**src/rtl/seq_signed_multiplier_pkg.sv**
```systemverilog
// Shared types for the sequential add-shift multiplier (package mult_pkg).
// Optional feature macro: MULT_UNSIGNED_MODE_EN (adds Signed_Mode select).
package mult_pkg;

   typedef enum logic [2:0] {IDLE, ADD, SHIFT, DONE, HOLD} mult_state_t;

   // Iteration counter width; must hold WIDTH-1 without wrapping.
   function automatic int count_w(input int width);
      return (width <= 2) ? 1 : $clog2(width);
   endfunction

endpackage

```
**src/rtl/seq_signed_multiplier_if.sv**
```systemverilog
// Handshake/data bundle between the load front end and the multiplier.
// Optional feature macro: MULT_UNSIGNED_MODE_EN (adds Signed_Mode).
interface mult_if #(parameter int WIDTH = 8);
   logic             Start;
   logic             Load_B;
   logic [WIDTH-1:0] Din;
   logic [WIDTH-1:0] S;
`ifdef MULT_UNSIGNED_MODE_EN
   logic             Signed_Mode;
`endif
   logic             Busy;
   logic             Done;
   logic [WIDTH-1:0] Aout;
   logic [WIDTH-1:0] Bout;
   logic             X;

   modport master (
`ifdef MULT_UNSIGNED_MODE_EN
      output Signed_Mode,
`endif
      output Start, Load_B, Din, S,
      input  Busy, Done, Aout, Bout, X
   );

   modport slave (
`ifdef MULT_UNSIGNED_MODE_EN
      input  Signed_Mode,
`endif
      input  Start, Load_B, Din, S,
      output Busy, Done, Aout, Bout, X
   );
endinterface

```
**src/rtl/seq_signed_multiplier_addsub.sv**
```systemverilog
// (WIDTH+1)-bit adder/subtractor; operands are sign- or zero-extended by one bit
// so the top bit of the result is the new X (sign in signed mode, carry otherwise).
module mult_addsub #(
   parameter int WIDTH = 8
) (
   input  logic [WIDTH-1:0] a,
   input  logic [WIDTH-1:0] s,
   input  logic             sub,
   input  logic             sext,
   output logic [WIDTH:0]   sum
);

   logic [WIDTH:0] a_ext;
   logic [WIDTH:0] s_ext;

   // Extend both operands and add or subtract.
   always_comb begin
      a_ext = {sext & a[WIDTH-1], a};
      s_ext = {sext & s[WIDTH-1], s};
      sum   = sub ? (a_ext - s_ext) : (a_ext + s_ext);
   end

endmodule

```
**src/rtl/seq_signed_multiplier.sv**
```systemverilog
// Sequential add-shift multiplier: {A,B} <= S * B over WIDTH add/shift rounds.
// B is kept across runs so a product's low half can be multiplied again.
// Optional feature macro: MULT_UNSIGNED_MODE_EN (Signed_Mode=0 selects unsigned).
//
//   state | meaning
//   IDLE  | waiting; Load_B loads B, Start launches a run
//   ADD   | conditionally add (or subtract on last round) S_reg into {X,A}
//   SHIFT | shift {X,A,B} right by one, advance round counter
//   DONE  | product valid, Done pulses for one cycle
//   HOLD  | result frozen until Start is released
module seq_signed_multiplier
   import mult_pkg::*;
#(
   parameter int WIDTH = 8
) (
   input logic   Clk,
   input logic   Reset_n,
   mult_if.slave bus
);

   localparam int            CW   = count_w(WIDTH);
   localparam logic [CW-1:0] LAST = CW'(WIDTH - 1);

   mult_state_t      state, state_nxt;
   logic [WIDTH-1:0] a, b, s_reg;
   logic             x;
   logic [CW-1:0]    count;
   logic             signed_op;
   logic [WIDTH:0]   sum;

`ifdef MULT_UNSIGNED_MODE_EN
   logic signed_reg;

   // Mode is latched with the operands so it cannot change mid-run.
   always_ff @(posedge Clk or negedge Reset_n) begin
      if (!Reset_n)
         signed_reg <= 1'b1;
      else if (state == IDLE && !bus.Load_B && bus.Start)
         signed_reg <= bus.Signed_Mode;
   end

   assign signed_op = signed_reg;
`else
   assign signed_op = 1'b1;
`endif

   // The last round carries the negative weight of the multiplier's sign bit.
   mult_addsub #(.WIDTH(WIDTH)) u_addsub (
      .a    (a),
      .s    (s_reg),
      .sub  (signed_op && (count == LAST)),
      .sext (signed_op),
      .sum  (sum)
   );

   // State register.
   always_ff @(posedge Clk or negedge Reset_n) begin
      if (!Reset_n)
         state <= IDLE;
      else
         state <= state_nxt;
   end

   // Next-state logic; Load_B wins over Start in IDLE.
   always_comb begin
      state_nxt = state;
      case (state)
         IDLE:    if (!bus.Load_B && bus.Start) state_nxt = ADD;
         ADD:     state_nxt = SHIFT;
         SHIFT:   state_nxt = (count == LAST) ? DONE : ADD;
         DONE:    state_nxt = HOLD;
         HOLD:    if (!bus.Start) state_nxt = IDLE;
         default: state_nxt = IDLE;
      endcase
   end

   // Datapath registers.
   always_ff @(posedge Clk or negedge Reset_n) begin
      if (!Reset_n) begin
         a     <= '0;
         b     <= '0;
         x     <= 1'b0;
         s_reg <= '0;
         count <= '0;
      end else begin
         case (state)
            IDLE: begin
               if (bus.Load_B) begin
                  b <= bus.Din;
                  a <= '0;
                  x <= 1'b0;
               end else if (bus.Start) begin
                  s_reg <= bus.S;
                  a     <= '0;
                  x     <= 1'b0;
                  count <= '0;
               end
            end
            ADD: begin
               if (b[0])
                  {x, a} <= sum;
            end
            SHIFT: begin
               a <= {x, a[WIDTH-1:1]};
               b <= {a[0], b[WIDTH-1:1]};
               // Unsigned mode shifts the carry in and leaves a clean zero behind.
               x <= signed_op ? x : 1'b0;
               if (count != LAST)
                  count <= count + CW'(1);
            end
            default: ;
         endcase
      end
   end

   assign bus.Busy = (state == ADD) || (state == SHIFT) || (state == DONE);
   assign bus.Done = (state == DONE);
   assign bus.Aout = a;
   assign bus.Bout = b;
   assign bus.X    = x;

endmodule

```
**src/flat_wrapper.sv**
```systemverilog
// flat-port wrapper written by rule: the top's interface ports become plain ports
module seq_signed_multiplier_flat import mult_pkg::*;
#(
   parameter int WIDTH = 8
)
  (Clk, Reset_n, bus_Start, bus_Load_B, bus_Din, bus_S, bus_Busy, bus_Done, bus_Aout, bus_Bout, bus_X);
  mult_if #(.WIDTH(WIDTH)) bus_i ();
  input logic Clk;
  input logic Reset_n;
  input wire logic [$bits(bus_i.Start)-1:0] bus_Start;
  input wire logic [$bits(bus_i.Load_B)-1:0] bus_Load_B;
  input wire logic [$bits(bus_i.Din)-1:0] bus_Din;
  input wire logic [$bits(bus_i.S)-1:0] bus_S;
  output wire logic [$bits(bus_i.Busy)-1:0] bus_Busy;
  output wire logic [$bits(bus_i.Done)-1:0] bus_Done;
  output wire logic [$bits(bus_i.Aout)-1:0] bus_Aout;
  output wire logic [$bits(bus_i.Bout)-1:0] bus_Bout;
  output wire logic [$bits(bus_i.X)-1:0] bus_X;
  assign bus_i.Start = bus_Start;
  assign bus_i.Load_B = bus_Load_B;
  assign bus_i.Din = bus_Din;
  assign bus_i.S = bus_S;
  assign bus_Busy = bus_i.Busy;
  assign bus_Done = bus_i.Done;
  assign bus_Aout = bus_i.Aout;
  assign bus_Bout = bus_i.Bout;
  assign bus_X = bus_i.X;
  seq_signed_multiplier #(.WIDTH(WIDTH)) u_core (.Clk(Clk), .Reset_n(Reset_n), .bus(bus_i));
endmodule
```
**config.mk**
```make
export PLATFORM = sky130hd
export DESIGN_NAME = seq_signed_multiplier_flat
export DESIGN_NICKNAME = d
export VERILOG_FILES = /design/src/rtl/seq_signed_multiplier_pkg.sv /design/src/rtl/seq_signed_multiplier_if.sv /design/src/rtl/seq_signed_multiplier_addsub.sv /design/src/rtl/seq_signed_multiplier.sv /design/src/flat_wrapper.sv
export SDC_FILE = /design/constraint.sdc
export NUM_CORES = 1
export LEC_CHECK = 0
export BUFFER_PORTS_ARGS = -buffer_cell sky130_fd_sc_hd__buf_2
export CAP_MARGIN = 0
export CORE_ASPECT_RATIO = 0.7
export CORE_UTILIZATION = 50
export DETAILED_ROUTE_END_ITERATION = 8
export PLACE_DENSITY = 0.88
export SLEW_MARGIN = 5
export SYNTH_ARGS = -nofsm -noshare
export SYNTH_HDL_FRONTEND = slang
export SYNTH_SLANG_ARGS = --single-unit
```
**constraint.sdc**
```tcl
create_clock -name Clk -period 2.3 [get_ports Clk]
set_clock_uncertainty 0.05 [all_clocks]
set_input_delay 0.46 -clock Clk [delete_from_list [all_inputs] [get_ports Clk]]
set_output_delay 0.46 -clock Clk [all_outputs]
set_load 0.02 [all_outputs]
```
==> results.cfg <==
[run_status]
status = finished with violations
violations = negative setup slack

[clocking]
cts_sinks = 31
clkLatencyLatePin_ns = 0.29
cts_buffers = 5
cts-root-buf = clkbuf_8
cts_tree = yes
cts_hold_buf = 0
cts_buffer_depth = 2
clk_pin_slew_ns = 0.07
h-tree-depth = 2

[global_route]
grt_pass1_wl_mm = 8.010
antenna_found_initial = 0
track_usage = 0.2431
grt_pass1_vias = 1741
grt_overflow = 0
grt_max_degree = 32

[power_and_ir_drop]
vdd_drop_max_mv = 1.320
p_leak_nw = 1.182
powerDensity_nw_per_um2 = 1862

[critical_path]
worstSetupStartpointType = flop
slowest_stage = dfrtp_1
crit_type = reg2reg
r2r_start = u_core.count[1]
endpoint_kind = flop
cp_data_required_time_ns = 2.43
crit_chain = ha_2 > ha_4 > mux2i_4 > ha_1 > nor2b_4 > o211ai_1 > a32oi_1 > mux2i_1 > a221o_1
critPathMaxStageDelay_ns = 0.36
arrival_ns = 2.58
startpoint = u_core.count[1]
worstPathMaxFanout = 6

[final_layout]
antennaDiodeCount = 0
nNetsFinal = 301
fillers = 302
stdcell_count = 321
synthToLayoutAreaGrowth_pct = 26.96
drive_gt1_frac = 0.3792

[sta]
worst_slew_pin_slew_ns = 0.8934
setup_violations = 5
hold_viol = 0
setup_tns_ns = -0.3987
setup_slack_ns = -0.1489
finalCritPeriodShare = 1.065
fmax_ghz = 0.4083
rsz0062_at_grt = yes
relSlewSlack = 0.4004
drv_slew = 0
fin_hold_ws_ns = 0.1620
period_needed_ns = 2.449

[synth]
synth-edff-count = 0
synth-async-reset-ratio = 1.000
avgSynthCellArea_sq_um = 9.655
synth_warnings = 0
yosys_register_bits = 31
synth_area_sq_um = 2047
syn_nets = 244
synth_cell_types = 50
seq_area_frac_synth = 0.3790
yosys_most_used_dff = dfrtp_1
postSynthCellCount = 212

[drt]
first_pass_iters = 4
viasPerCell = 5.645
dr_total_vias = 1812
wirelength_mm = 4.887
wl_per_cell_um = 15.22
drt_iter0_drc = 110
route.detailed.drc = 0
ant_nets = 0

[place]
gp_congestion = 0.8677
io_buffers = 38
dp.cells = 308
place_hpwl_mm = 3.323
place_ws_ns = -0.1087

[floorplanning]
num_rows = 19
coreArea_sq_um = 3923
die-width_um = 78.48
io_pins = 39
start_util = 0.5219
die-area_sq_um = 4358
die_h_um = 55.54

[min_path]
hold_path_class = in2async

[flow_run]
max_cap_violations = 0
-- what timing repair did --
item                                    4_1_cts  5_1_grt
endpoints found under the setup margin        3        6
setup buffers                                 5        1
endpoints found under the hold margin         0        0
gates resized for setup                       5       17
pin swaps                                     7       12
-- final timing paths --
check	endpoint	slack, ns	depth (start not counted)
worst min-delay path	u_core.bus.Aout[7]	0.16	1
worst min register to register	u_core.bus.Bout[2]	0.46	2
worst max-delay path	u_core.bus.Aout[7]	-0.15	9
max in group asynchronous	u_core.bus.Aout[3]	1.59	1
min in group Clk	u_core.s_reg[7]	0.35	2
worst max register to register	u_core.bus.Aout[7]	-0.15	9
-- layout make-up --
class,instances,area [sq um],share of cell area
multi-input combinational,162,1269,0.4882
sequential,31,775.7,0.2985
timing repair buffer,59,364.1,0.1401
clock buffer,6,82.58,0.03178
tap,52,65.06,0.02504
inverter,10,37.54,0.01444
clock inverter,1,5.005,0.001926
-- per-layer routing --
| layer | global-route usage | wire, um | share of wire |
|---|---|---|---|
| met4 | 0.09259 | 88 | 0.018 |
| met1 | 0.3160 | 2207 | 0.45 |
| met3 | 0.05124 | 290 | 0.059 |
| met2 | 0.3985 | 2300 | 0.47 |
| met5 | 0 | 0 | 0 |
-- through the flow --
| step | cell area (sq um) | power (W) | util |
|---|---|---|---|
| floorplan | 2096 | 0.003199 | - |
| global placement | 2386 | 0.003852 | 0.6083 |
| detailed placement | 2386 | 0.003943 | 0.6083 |
| CTS | 2535 | 0.004561 | 0.6463 |
| global route | 2599 | 0.005237 | 0.6625 |
| finish | 2599 | 0.004838 | 0.6625 |
-- report_power, final --
group | total, W | switching, W | internal [W]
sequential | 0.00108 | 0.000285 | 0.000798
clock | 0.000438 | 0.000204 | 0.000234
combinational | 0.00332 | 0.00176 | 0.00156
-- worst max-delay path: cells and delay by family, from the launching register on --
| kind | cells | cell delay (ns) |
|---|---|---|
| multiplexers | 2 | 0.40 |
| AO/OA/AOI/OAI | 3 | 0.78 |
| flip-flops | 1 | 0.36 |
| adder cells (fa/ha/maj) | 3 | 0.63 |
| AND/OR/NAND/NOR | 1 | 0.13 |
-- cells in the final DEF (no fill, tap or decap), types with 4 or more instances in the layout --
cell	Yosys	layout
nand2_1	21	21
o21ai_1	1	4
nor3_1	6	5
clkbuf_8	0	6
a21oi_1	10	8
buf_4	1	19
dfrtp_1	31	31
mux2i_1	11	10
xnor2_1	7	7
inv_1	9	9
o21ai_0	19	15
buf_2	1	38
mux2_2	8	8
ha_1	11	7
nor2_1	19	17
-- logic make-up (layout without fill, tap and decap cells) --
kind of cell,Yosys count,in the layout,share of synthesized area
AND/OR/NAND/NOR,65,65,0.1583
XOR/XNOR,10,10,0.04279
adder cells (fa/ha/maj),12,12,0.07702
buffers and inverters,19,76,0.05928
multiplexers,19,19,0.09780
flip-flops,31,31,0.3790
AO/OA/AOI/OAI,56,56,0.1858
-- synthesized netlist by cell type, types with 2 or more instances --
cell | count | share of area
mux2i_1 | 11 | 0.054
o21a_1 | 2 | 0.0073
a31oi_1 | 4 | 0.012
mux2_2 | 8 | 0.044
dfrtp_1 | 31 | 0.38
nor3b_1 | 2 | 0.0073
a32oi_1 | 2 | 0.0086
nor2_1 | 19 | 0.035
nand2_1 | 21 | 0.039
xor2_1 | 3 | 0.013
a211oi_1 | 2 | 0.0073
a21oi_1 | 10 | 0.024
inv_1 | 9 | 0.017
nand2b_1 | 2 | 0.0061
buf_6 | 6 | 0.033
ha_1 | 11 | 0.067
nor2b_1 | 3 | 0.0092
xnor2_1 | 7 | 0.030
o21ai_0 | 19 | 0.046
nand3_1 | 3 | 0.0073
o41a_1 | 2 | 0.011
a22oi_1 | 2 | 0.0073
nor3_1 | 6 | 0.015
(Power assumes the default switching activity.)
